$ cat src/rtl/dmem_access_unit.sv
// ============================================================================
// Module   : dmem_access_unit
// Purpose  : RV32I load/store front end for a word-addressed data memory with
//            sub-word read-modify-write stores and extended, registered loads.
// Revision : 1.0
// ============================================================================
`default_nettype none

module dmem_access_unit #(
   parameter int N  = 32,
   parameter int AW = 6
) (
   input  logic          clk,
   input  logic          rst,
   input  logic          req_load,
   input  logic          req_store,
   input  logic [2:0]    funct3,
   input  logic [31:0]   addr,
   input  logic [N-1:0]  wdata,
   output logic          stall,
   output logic [N-1:0]  rd_data,
   output logic          rd_valid,
   output logic          misalign_err,
   output logic          mem_read,
   output logic          mem_write,
   output logic [AW-1:0] mem_addr,
   output logic [N-1:0]  mem_wdata,
   input  logic [N-1:0]  mem_rdata
);

   localparam logic [2:0] C_F3_B  = 3'b000;
   localparam logic [2:0] C_F3_H  = 3'b001;
   localparam logic [2:0] C_F3_W  = 3'b010;
   localparam logic [2:0] C_F3_BU = 3'b100;
   localparam logic [2:0] C_F3_HU = 3'b101;

   typedef enum logic [0:0] {
      S_IDLE   = 1'b0,
      S_RMW_WR = 1'b1
   } state_t;

   state_t        r_state;
   state_t        w_next;
   logic [N-1:0]  r_merge;

   logic          w_store;
   logic          w_load;
   logic          w_is_b;
   logic          w_is_h;
   logic          w_is_w;
   logic          w_is_bu;
   logic          w_is_hu;
   logic          w_range_err;
   logic          w_align_err;
   logic          w_f3_err;
   logic          w_err;
   logic          w_load_go;
   logic          w_capture;
   logic [7:0]    w_byte;
   logic [15:0]   w_half;
   logic [N-1:0]  w_load_ext;
   logic [N-1:0]  w_merged;

   // Store wins when both requests are raised together.
   assign w_store = req_store;
   assign w_load  = req_load & ~req_store;

   assign w_is_b  = (funct3 == C_F3_B);
   assign w_is_h  = (funct3 == C_F3_H);
   assign w_is_w  = (funct3 == C_F3_W);
   assign w_is_bu = (funct3 == C_F3_BU);
   assign w_is_hu = (funct3 == C_F3_HU);

   assign w_range_err = (addr >> (AW + 2)) != 32'd0;
   assign w_align_err = (w_is_w & (addr[1:0] != 2'b00)) |
                        ((w_is_h | w_is_hu) & addr[0]);
   assign w_f3_err    = w_store ? ~(w_is_b | w_is_h | w_is_w)
                                : ~(w_is_b | w_is_h | w_is_w | w_is_bu | w_is_hu);
   assign w_err       = (w_store | w_load) & (w_range_err | w_align_err | w_f3_err);

   assign mem_addr = addr[AW+1:2];

   always_comb begin
      w_byte = 8'd0;
      case (addr[1:0])
         2'd0:    w_byte = mem_rdata[7:0];
         2'd1:    w_byte = mem_rdata[15:8];
         2'd2:    w_byte = mem_rdata[23:16];
         default: w_byte = mem_rdata[31:24];
      endcase
      w_half = addr[1] ? mem_rdata[31:16] : mem_rdata[15:0];

      w_load_ext = mem_rdata;
      case (funct3)
         C_F3_B:  w_load_ext = {{24{w_byte[7]}}, w_byte};
         C_F3_H:  w_load_ext = {{16{w_half[15]}}, w_half};
         C_F3_BU: w_load_ext = {24'd0, w_byte};
         C_F3_HU: w_load_ext = {16'd0, w_half};
         default: w_load_ext = mem_rdata;
      endcase
   end

   // Lane replacement relies on the request being held stable through RMW_WR.
   always_comb begin
      w_merged = r_merge;
      if (w_is_b) begin
         case (addr[1:0])
            2'd0:    w_merged[7:0]   = wdata[7:0];
            2'd1:    w_merged[15:8]  = wdata[7:0];
            2'd2:    w_merged[23:16] = wdata[7:0];
            default: w_merged[31:24] = wdata[7:0];
         endcase
      end else if (w_is_h) begin
         if (addr[1]) begin
            w_merged[31:16] = wdata[15:0];
         end else begin
            w_merged[15:0]  = wdata[15:0];
         end
      end
   end

   always_comb begin
      w_next    = r_state;
      stall     = 1'b0;
      mem_read  = 1'b0;
      mem_write = 1'b0;
      mem_wdata = '0;
      w_load_go = 1'b0;
      w_capture = 1'b0;
      case (r_state)
         S_IDLE: begin
            if (!w_err) begin
               if (w_store) begin
                  if (w_is_w) begin
                     mem_write = 1'b1;
                     mem_wdata = wdata;
                  end else begin
                     mem_read  = 1'b1;
                     stall     = 1'b1;
                     w_capture = 1'b1;
                     w_next    = S_RMW_WR;
                  end
               end else if (w_load) begin
                  mem_read  = 1'b1;
                  w_load_go = 1'b1;
               end
            end
         end
         S_RMW_WR: begin
            mem_write = 1'b1;
            mem_wdata = w_merged;
            w_next    = S_IDLE;
         end
         default: w_next = S_IDLE;
      endcase
      // Keep the memory strobes quiet for the whole time reset is held.
      if (rst) begin
         stall     = 1'b0;
         mem_read  = 1'b0;
         mem_write = 1'b0;
         mem_wdata = '0;
         w_load_go = 1'b0;
         w_capture = 1'b0;
         w_next    = S_IDLE;
      end
   end

   always_ff @(posedge clk or posedge rst) begin
      if (rst) begin
         r_state      <= S_IDLE;
         r_merge      <= '0;
         rd_data      <= '0;
         rd_valid     <= 1'b0;
         misalign_err <= 1'b0;
      end else begin
         r_state      <= w_next;
         rd_valid     <= w_load_go;
         misalign_err <= (r_state == S_IDLE) & w_err;
         if (w_capture) begin
            r_merge <= mem_rdata;
         end
         if (w_load_go) begin
            rd_data <= w_load_ext;
         end
      end
   end

endmodule

`default_nettype wire

$ cat config.mk
export PLATFORM = sky130hd
export DESIGN_NAME = dmem_access_unit
export DESIGN_NICKNAME = d
export VERILOG_FILES = /design/src/rtl/dmem_access_unit.sv
export SDC_FILE = /design/constraint.sdc
export NUM_CORES = 1
export LEC_CHECK = 0
export BUFFER_PORTS_ARGS = -buffer_cell sky130_fd_sc_hd__buf_2
export CAP_MARGIN = 20
export CORE_ASPECT_RATIO = 0.7
export CORE_UTILIZATION = 56
export DETAILED_ROUTE_END_ITERATION = 7
export GPL_TIMING_DRIVEN = 0
export PLACE_DENSITY = 0.95
export SLEW_MARGIN = 20
export SYNTH_ARGS = -nofsm -noshare
export SYNTH_HDL_FRONTEND = slang
export SYNTH_SLANG_ARGS = --single-unit
$ cat constraint.sdc
create_clock -name clk -period 4.15 [get_ports clk]
set_input_delay 0 -clock clk [delete_from_list [all_inputs] [get_ports clk]]
set_output_delay 0 -clock clk [all_outputs]
set_load 0.01 [all_outputs]
==> results of run 1 <==
[area by class of cell]
class / instances / area (um^2)
well taps: 124 / 155
plain buffers: 60 / 359
repair buffers: 204 / 1220
inverters: 6 / 25.0
fillers: 627 / 2080
clock buffers: 9 / 225
multi-input cells: 418 / 3320
clock inverters: 7 / 116
flip-flops and latches: 67 / 1680
[logic make-up after synthesis]
family | synth area share [%]
AO/OA/AOI/OAI | 22.9
AND/OR/NAND/NOR | 17.3
multiplexers | 21.6
flip-flops | 31.1
buffers and inverters | 7.09
[metal layers]
layer	routed length, um	GRT usage, %
met1	7660	51.8
met2	8890	63.1
met3	2320	9.84
met4	860	18.3
met5	0	0
[synth_stat cells (2+ instances only)]
master,n,area [um^2]
a21oi_1,23,115
mux2_2,39,439
o21a_1,7,52.6
nand3_1,16,80.1
o221a_2,14,158
o211ai_1,14,105
a221oi_1,18,158
clkbuf_1,29,109
nor4b_4,3,71.3
nand4_4,2,42.5
or3_1,3,18.8
or3_2,5,37.5
nor2b_1,6,37.5
o21ai_0,49,245
nor3_1,5,25.0
nand2b_1,4,25.0
nor3b_1,3,22.5
or2_2,2,12.5
mux2_4,20,300
a2bb2oi_1,7,61.3
o31ai_1,15,113
nor2_1,13,48.8
buf_1,2,7.51
inv_1,6,22.5
buf_4,9,67.6
mux2i_1,41,410
dfrtp_1,67,1680
nor4_4,7,149
a21o_1,17,128
nand2_1,54,203
buf_2,8,40.0
buf_6,10,113
or4_1,15,113
[repair_timing]
item,4_1_cts,5_1_grt
gates resized for setup,0,0
hold buffers,35,0
buffers inserted,0,0
hold endpoints to repair,106,0
[tightest hold or removal path, delay by kind of cell]
kind | cells | cell delay, ns
and+or+nand+nor | 1 | 0.10
buffers and inverters | 2 | 0.31
[per-stage QoR]
step | utilization (%) | total power, W | std cells | worst slack (ns)
after floorplan | - | 0.000817 | 551 | 1.56
after global placement | 69.5 | 0.000934 | 843 | 0.625
after detailed placement | 69.8 | 0.000949 | 844 | 1.92
after CTS | 77.3 | 0.00185 | 895 | 1.74
after global routing | 77.3 | 0.00191 | 895 | 1.58
final | 77.3 | 0.00186 | 895 | 1.64
[how the worst min path moves through the flow]
stage,to,start,slack (ns),cells past startpoint
2_1_floorplan,mem_addr[0],addr[2],0.09,1
3_3_place_gp,mem_addr[1],addr[3],0.19,2
3_5_place_dp,misalign_err,rst,-0.04,2
4_1_cts,r_state,funct3[1],0.11,3
5_1_grt,r_state,funct3[1],0.13,3
6_report,r_state,funct3[1],0.13,3
[registers in the layout, summed over array words and instances (netlist names)]
register	cells
r_merge	32
rd_data	32
misalign_err	1
r_state	1
rd_valid	1
[report_power, final]
group          internal, W  switching [W]  leakage, nW
combinational     0.000129       0.000197         2.40
clock             0.000585       0.000299        0.165
sequential        0.000654   0.0000000909        0.933
total              0.00137       0.000496         3.50
==> reports/qor.yml, run 1 <==
antenna_found_initial: 0
clockBufferDepth: 2
grt_overflow: 0
r2r_start: "r_state"
peakVddDrop_v: 0.000280
n_antenna_cell: 0
reg2reg_slack_ns: 1.86
worstPathBufferInverterCount: 3
clkSinkCount: 67
outcome: "complete, no violations"
start_util_pct: 58.6
area_growth_pct: 31.9
final_cell_mix: "buf_2, dfrtp_1, nand2_1"
grtUsageTotal_pct: 40.0
drtAntennaViolNets: 0
critPathCapture: "mem_wdata[10]"
critPathKind: "reg2out"
first_iter_violations: 828
dpl_cell_area_um2: 6410
die_y_um: 84.0
layout.nets: 869
timing.rr.end: "r_merge[27]"
fin_crit_sh_pct: 60.4
drc_errors: 0
critical_path.endpoint_type: "output port"
slew_headroom_pct: 37.3
slowest_delay_ns: 0.49
wl_um: 19700
tns_ns: 0
layout_min_cycle_time_ns: 2.51
syn_avg_cell_area_um2: 9.77
cts_tree: "built"
htree_levels: 3
grt_pass1_vias: 5815
max_freq_mhz: 399
layout-drive-gt1-share_pct: 40.2
power.leakage_nw: 3.50
fin_area_um2: 7100
grt_pass1_wl_um: 30800
cts_buffers: 9
cts_root_buf: "clkbuf_16"
yosysWarnings: 0
clk_pin_slew_ns: 0.06
syn_inst: 551
core_um2: 9180
num_vias: 5936
clock_latency_ns: 0.34
worst-path-stages: 7
cp_slowest_cell: "nor2b_1"
gp_congestion: 0.967
tightest_slew_ns: 0.933
first_pass_iters: 6
rows: 29
finalSetupViolCount: 0
dp_hpwl_um: 14000
whs_ns: 0.130
vias_per_cell: 6.63
crit_path_start_kind: "flop"
hold_viol_final: 0
crit_fanout: 10
cp_data_arrival_time_ns: 2.51
worstSetupStartpoint: "r_state"
drv_slew: 0
hold_class: "in2reg"
synth_edf_count: 0
r2r_cells: 5
ys_types: 51
io_pins: 178
rsz0062_at_grt: "false"
wl_per_cell_um: 22.0
timing.critical_path.cells: "buf_4 -> nor2b_1 -> clkbuf_1 -> o21ai_0 -> a221oi_1 -> a21o_1 -> buf_2"
drv_cap: 0
timing.critical_path.required_ns: 4.15
synth_seq_area_share_pct: 31.1
grt_max_degree: 62
final_common_cell: "buf_2"
syn_area_um2: 5380
die_x_um: 119
ys_ff_latch: 67
port_buffers: 168
async_flop_share_pct: 100
cp_top_family: "buffers and inverters"
fin_skew_ns: 0.00437
dieArea_um2: 10000
syn-num-nets: 654
synthFlopType: "dfrtp_1"
pwr_density_cell_nw_per_um2: 262
No activity file was read; power rests on OpenSTA's default activity.
==> inputs of run 2 (changes only) <==
--- a/config.mk
+++ b/config.mk
@@ -5,13 +5,14 @@
 export SDC_FILE = /design/constraint.sdc
 export NUM_CORES = 1
 export LEC_CHECK = 0
+export ABC_AREA = 1
 export BUFFER_PORTS_ARGS = -buffer_cell sky130_fd_sc_hd__buf_2
 export CAP_MARGIN = 20
 export CORE_ASPECT_RATIO = 0.7
-export CORE_UTILIZATION = 56
+export CORE_UTILIZATION = 47
 export DETAILED_ROUTE_END_ITERATION = 7
 export GPL_TIMING_DRIVEN = 0
-export PLACE_DENSITY = 0.95
+export PLACE_DENSITY = 0.86
 export SLEW_MARGIN = 20
 export SYNTH_ARGS = -nofsm -noshare
 export SYNTH_HDL_FRONTEND = slang
==> constraint.sdc (replaced) <==
create_clock -name clk -period 2.24 [get_ports clk]
set_input_delay 0 -clock clk [delete_from_list [all_inputs] [get_ports clk]]
set_output_delay 0 -clock clk [all_outputs]
set_load 0.01 [all_outputs]
==> run 2 against run 1 <==
Global-route usage decreased by 3.1 points. Worst hold slack improved by 0.042 ns. Worst setup slack got worse by 1.5 ns. Combinational power grew to 3.6 times the previous value. Critical path depth is the same. Die area increased by 22%. Critical path type unchanged. Largest power group is now registers.
==> reports/qor.yml, run 2 <==
synth.most_common_cell: "nand2_1"
grt_overflow: 0  # unchanged
layout_min_cycle_time_ns: 2.15
drv_slew: 0  # unchanged
layout-drive-gt1-share_pct: 20.5  # -20 points
syn_avg_cell_area_um2: 5.85  # -40%
synthTopCellsByCount: "nand2_1, a21oi_1, nand3_1, o21ai_0, nor2_1"
io_pins: 178  # unchanged
wl_um: 22100  # +12%
clock_latency_ns: 0.34  # about the same
outcome: "complete, no violations"
dp_hpwl_um: 16300  # +16%
fin_area_um2: 7190  # +1.3%
grtUsageTotal_pct: 36.9  # -3.1 points
power.leakage_nw: 4.10  # +17%
crit_path_start_kind: "flop"
synth_edf_count: 0  # unchanged
clkSinkCount: 67  # unchanged
cts_root_buf: "clkbuf_16"
area_growth_pct: 29.9
antenna_found_initial: 1  # +1
fin_skew_ns: 0.00563  # +0.00126 ns
grt-busiest-layer: "met2"
cts_resized: 0  # unchanged
timing.critical_path.required_ns: 2.24  # -1.91 ns
worst_slack_ns: 0.0944  # -1.55 ns
drtAntennaViolNets: 0  # unchanged
syn_area_um2: 5540  # +2.8%
port_buffers: 168  # unchanged
hold_viol_final: 0  # unchanged
first_pass_iters: 8  # +2
dieArea_um2: 12200  # +22%
syn_inst: 946  # +72%
final_cell_mix: "nand2_1, buf_2, a21oi_1"
ys_ff_latch: 67  # unchanged
rsz0062_at_grt: "false"
yosysWarnings: 0  # unchanged
core_um2: 11300  # +23%
tightest_slew_ns: 0.828  # -0.105 ns
dpl_cell_area_um2: 6590  # +2.8%
yosysTopAreaCell: "dfrtp_1"
cts_tree: "built"
drc_errors: 0  # unchanged
crit_fanout: 10  # unchanged
peakVddDrop_v: 0.000426  # +52%
yosys-top-cells-area: "dfrtp_1, nand2_1, a21oi_1, nand3_1, o21ai_0"
final_common_cell: "nand2_1"
hold_class: "in2reg"
max_freq_mhz: 466
die_x_um: 132  # +11%
reg_top3: "r_merge (32), rd_data (32)"
cp_data_arrival_time_ns: 2.15  # -0.36 ns
first_iter_violations: 812  # -1.9%
wl_per_cell_um: 16.8  # -24%
synth_seq_area_share_pct: 30.3  # -0.86 points
synthFlopType: "dfrtp_1"
start_util_pct: 49.2  # -9.4 points
gp_congestion: 0.982  # +1.6%
synth.top_cell.area_share_pct: 30.3  # -0.86 points
async_flop_share_pct: 100  # unchanged
grt_max_degree: 38  # -39%
layout.nets: 1261  # +45%
tns_ns: 0  # unchanged
grt_pass1_wl_um: 34500  # +12%
cts_buffers: 9  # unchanged
grtUsageMet2_pct: 54.5  # -8.6 points
critical_path.endpoint_type: "output port"
htree_levels: 3  # unchanged
ys_types: 26  # -49%
clk_pin_slew_ns: 0.05  # about the same
num_vias: 7353  # +24%
die_y_um: 92.8  # +10%
finalSetupViolCount: 0  # unchanged
drv_cap: 0  # unchanged
clockBufferDepth: 2  # unchanged
dp_slack_ns: 0.318  # -1.60 ns
power.total_w: 0.00390  # +110%
fin_crit_sh_pct: 95.8
slew_headroom_pct: 44.6  # +7.3 points
grt_pass1_vias: 6656  # +14%
syn-num-nets: 1049  # +60%
pwr_density_cell_nw_per_um2: 543  # +110%
critPathKind: "reg2out"
grt_use_met3_pct: 12.3  # +2.5 points
dp_cells: 1268  # +50%
vias_per_cell: 5.58  # -16%
rows: 32  # +10%
layoutNonFillerInstCount: 1318  # +47%
use_met1_pct: 51.1  # -0.71 points
## run 2: changes by cell type in the layout (fill, tap and decap cells not counted), sizes merged, moves of 15 or more
cell and change:
a21o -17, a21oi +86, a221oi -18, buf +15, inv +58, mux2 -60
mux2i -41, nand2 +311, nand3 +77, nor2 +66, o21ai +33, o31ai -15
or4 -15
## run 2: kinds of logic (layout without fill, tap and decap cells)
family          count (synthesis)  in the layout  synth area share (%)
compound gates                197            197                  18.2
buf+inv                       137            354                  11.3
flops                          67             67                  30.3
other cells                     0              2                     0
simple gates                  545            545                  40.2
## run 2: what timing repair did
action / CTS / global route
setup buffers: 0 / 0
hold endpoints to repair: 32 / 0
hold buffers: 32 / 0
## run 2: per-stage QoR
step	hold WS, ns	utilization (%)
after detailed placement	0.183	58.6
after global placement	0.183	58.4
final	0.172	63.9
after floorplan	0.0918	-
after global routing	0.179	63.9
after CTS	0.146	63.9
## run 2: final timing paths
check                            startpoint          end  slack, ns  cells past startpoint
worst max-delay path                r_state     mem_read       0.09                      7
worst min-delay path              funct3[1]  rd_data[29]       0.17                      5
worst max register to register      r_state  rd_data[16]       0.13                      6
worst min register to register  r_merge[27]  r_merge[27]       0.47                      2
max in group asynchronous               rst  rd_data[26]       1.53                      4
min in group asynchronous               rst  r_merge[19]       0.18                      3
## run 2: critical path: stages (launching register included)
cell and delay (ns):
dfrtp_1 0.44, nor2_2 0.39, nand3_1 0.20, clkinv_1 0.26, nand2_1 0.10, buf_2 0.20
nand2_1 0.08, buf_2 0.12
## run 2: routing by layer
layer  wire length (um)  share of wire (%)
met3               3250                 15
met2               9340                 42
met1               9140                 41
met4                427                1.9
met5                  0                  0
## run 2: where the power goes
part	leakage [nW]	switching (W)	internal, W	total [W]
clock network	0.137	0.000513	0.000806	0.00132
registers	0.891	0.0000912	0.00133	0.00142
logic	3.07	0.000743	0.000420	0.00116
total	4.10	0.00135	0.00256	0.00390
## run 2: layout make-up
cell class / count / area (um^2)
inverters: 66 / 250
diodes: 2 / 5.00
plain buffers: 71 / 377
multi-input cells: 742 / 3230
well taps: 153 / 191
clock inverters: 2 / 10.0
flip-flops and latches: 67 / 1680
clock buffers: 14 / 264
fillers: 1069 / 4060
repair buffers: 201 / 1180
==> inputs of run 3 (changes only) <==
--- a/config.mk
+++ b/config.mk
@@ -13,6 +13,7 @@
 export DETAILED_ROUTE_END_ITERATION = 7
 export GPL_TIMING_DRIVEN = 0
 export PLACE_DENSITY = 0.86
+export SETUP_SLACK_MARGIN = 0.4
 export SLEW_MARGIN = 20
 export SYNTH_ARGS = -nofsm -noshare
 export SYNTH_HDL_FRONTEND = slang
==> run 3 against run 2 <==
Register-to-register slack better by 0.31 ns. Global-route usage down 0.52 points. Fmax rose by 19%. Via count increased by 0.18%. Worst hold slack got worse by 0.16 ns. Clock skew fell by 0.0021 ns. Power down 1.4%. Largest power group unchanged. Critical path depth fell by 1. Routed wire length down 1.6%. Clock power shrank 5%. Sequential cell count stayed put. Sequential share of layout area shrank 0.15 points.
==> reports/qor.yml, run 3 (same netlist as run 2, synthesis figures left out) <==
area_growth_pct: 30.8
finalSetupViolCount: 0  # unchanged
gp_congestion: 1.01  # +3.0%
htree_levels: 3  # unchanged
first_pass_iters: 7  # -1
drv_cap: 0  # unchanged
grt-busiest-layer: "met2"
timing.critical_path.cells: "nor2_4 -> nand3_2 -> nor3_2 -> buf_2 -> nor2_1 -> nor2_1"
r2r_start: "r_state"
rows: 32  # unchanged
outcome: "complete, no violations"
slowest_delay_ns: 0.45  # about the same
crit_path_start_kind: "flop"
path_common_cell: "nor2_1"
die_x_um: 132  # unchanged
fin_crit_sh_pct: 80.2  # -16 points
drtAntennaViolNets: 0  # unchanged
final_common_cell: "nand2_1"
vias_per_cell: 5.58  # about the same
reg2reg_slack_ns: 0.44  # +0.31 ns
grt_max_degree: 36  # -5.3%
whs_ns: 0.0159  # -0.156 ns
drv_slew: 0  # unchanged
layout.nets: 1264  # +0.24%
dieArea_um2: 12200  # unchanged
hold_viol_final: 0  # unchanged
fillers: 1103  # +3.2%
power.leakage_nw: 4.14  # +1.2%
drc_errors: 0  # unchanged
critical_path.endpoint_type: "flop"
r2r_cells: 6  # unchanged
layout_min_cycle_time_ns: 1.80  # -0.350 ns
internal-power_w: 0.00252  # -1.3%
clock_latency_ns: 0.33  # about the same
cts_tree: "built"
clockBufferDepth: 2  # unchanged
dp_cells: 1268  # unchanged
clk_pin_slew_ns: 0.05  # about the same
pwr_density_cell_nw_per_um2: 532  # -2.1%
dp_hpwl_um: 16400  # +0.56%
timing.rr.end: "rd_data[31]"
regArea_um2: 1680  # about the same
max_freq_mhz: 557  # +19%
grtUsageMet2_pct: 54.1  # -0.40 points
grt_pass1_wl_um: 34200  # -0.88%
sw_frac_of_total_pct: 34.5  # -0.039 points
peakVddDrop_v: 0.000443  # +4.1%
p_sw_w: 0.00133  # -1.5%
grt_use_met3_pct: 10.0  # -2.3 points
die_y_um: 92.8  # unchanged
reg_top3: "r_merge (32), rd_data (32)"
layoutNonFillerInstCount: 1320  # +0.15%
crit_fanout: 10  # unchanged
cp_slowest_cell: "dfrtp_2"
rsz0062_at_grt: "true"
critPathKind: "reg2reg"
cts_buffers: 9  # unchanged
io_pins: 178  # unchanged
layout-drive-gt1-share_pct: 22.0  # +1.5 points
grt_pass1_vias: 6587  # -1.0%
cp_data_arrival_time_ns: 2.06  # -0.09 ns
wl_per_cell_um: 16.5  # -1.8%
cts_root_buf: "clkbuf_16"
port_buffers: 168  # unchanged
combPwrFrac_pct: 30.2  # +0.4 points
grt_overflow: 0  # unchanged
clkSinkCount: 67  # unchanged
final_cell_mix: "nand2_1, buf_2, a21oi_1"
core_um2: 11300  # unchanged
worstSetupStartpoint: "r_state"
use_met1_pct: 51.8  # +0.72 points
wl_um: 21800  # -1.6%
hold_class: "in2reg"
antenna_found_initial: 3  # +2
tightest_slew_ns: 0.715  # -0.113 ns
num_vias: 7366  # +0.18%
multi_input_area_um2: 3250  # +0.39%
slew_headroom_pct: 52.2  # +7.6 points
grtUsageTotal_pct: 36.4  # -0.52 points
start_util_pct: 49.2  # unchanged
min_from: "mem_rdata[26]"
tns_ns: 0  # unchanged
fin_skew_ns: 0.00350  # -0.00213 ns
first_iter_violations: 859  # +5.8%
timing.critical_path.required_ns: 2.50  # +0.26 ns
clock_power_share_pct: 32.8  # -1.0 points
power_frac_seq_pct: 37.1  # +0.7 points
critPathCapture: "rd_data[31]"
run 3: cell count changes in the layout (fill, tap and decap cells not counted), moves of 2 or more:
cell	before	now
buf_1	8	5
buf_4	11	15
clkbuf_1	30	23
clkbuf_2	0	8
clkinv_1	2	0
clkinv_2	2	4
run 3: per-stage QoR:
step	util [%]	total power [W]	setup WS, ns	cell area, um^2
floorplan	-	0.00213	0.909	5540
global placement	58.4	0.00248	0.343	6570
detailed placement	58.6	0.00250	0.313	6590
CTS	63.8	0.00381	0.395	7170
global route	64.3	0.00407	0.336	7240
finish	64.4	0.00385	0.445	7240
run 3: layout make-up:
| type | count | area share (%) |
|---|---|---|
| multi-input combinational | 742 | 44.8 |
| sequential | 67 | 23.2 |
| timing repair buffer | 204 | 16.8 |
| buffer | 71 | 5.39 |
| inverter | 66 | 3.52 |
| clock buffer | 12 | 3.40 |
| tap | 153 | 2.64 |
| clock inverter | 3 | 0.207 |
| antenna | 2 | 0.0691 |
run 3: power groups by stage:
stage	Combinational, W	Clock [W]	Sequential [W]
6_report	0.00116	0.00126	0.00143
5_1_grt	0.00131	0.00133	0.00144
4_1_cts	0.00111	0.00127	0.00142
3_5_place_dp	0.00107	0	0.00144
3_3_place_gp	0.00104	0	0.00144
2_1_floorplan	0.000728	0	0.00141
run 3: repair_timing:
action                     CTS  global route
setup endpoints to repair   58            60
pin swaps                    0             2
hold endpoints to repair    31             0
hold buffers                31             0
setup buffers                0             4
gates resized for setup      5            19
run 3: worst max-delay path, delay by kind of cell (launching register included):
kind          cells  cell delay, ns
buf+inv           1            0.30
flops             1            0.45
simple gates      5            0.97
run 3: worst min-delay path by stage:
stage                  end  slack (ns)  cells after the start
6_report       r_merge[26]        0.02                      3
5_1_grt        r_merge[26]        0.02                      3
2_1_floorplan  mem_addr[0]        0.09                      1
3_3_place_gp   mem_addr[5]        0.18                      2
4_1_cts        r_merge[26]       0.008                      3
3_5_place_dp   mem_addr[0]        0.18                      2
run 3: routing by layer:
metal	part of all wire (%)	up-vias
li1	-	3454
met1	43	3410
met2	42	462
met3	14	40
met4	1.6	0
met5	0	-
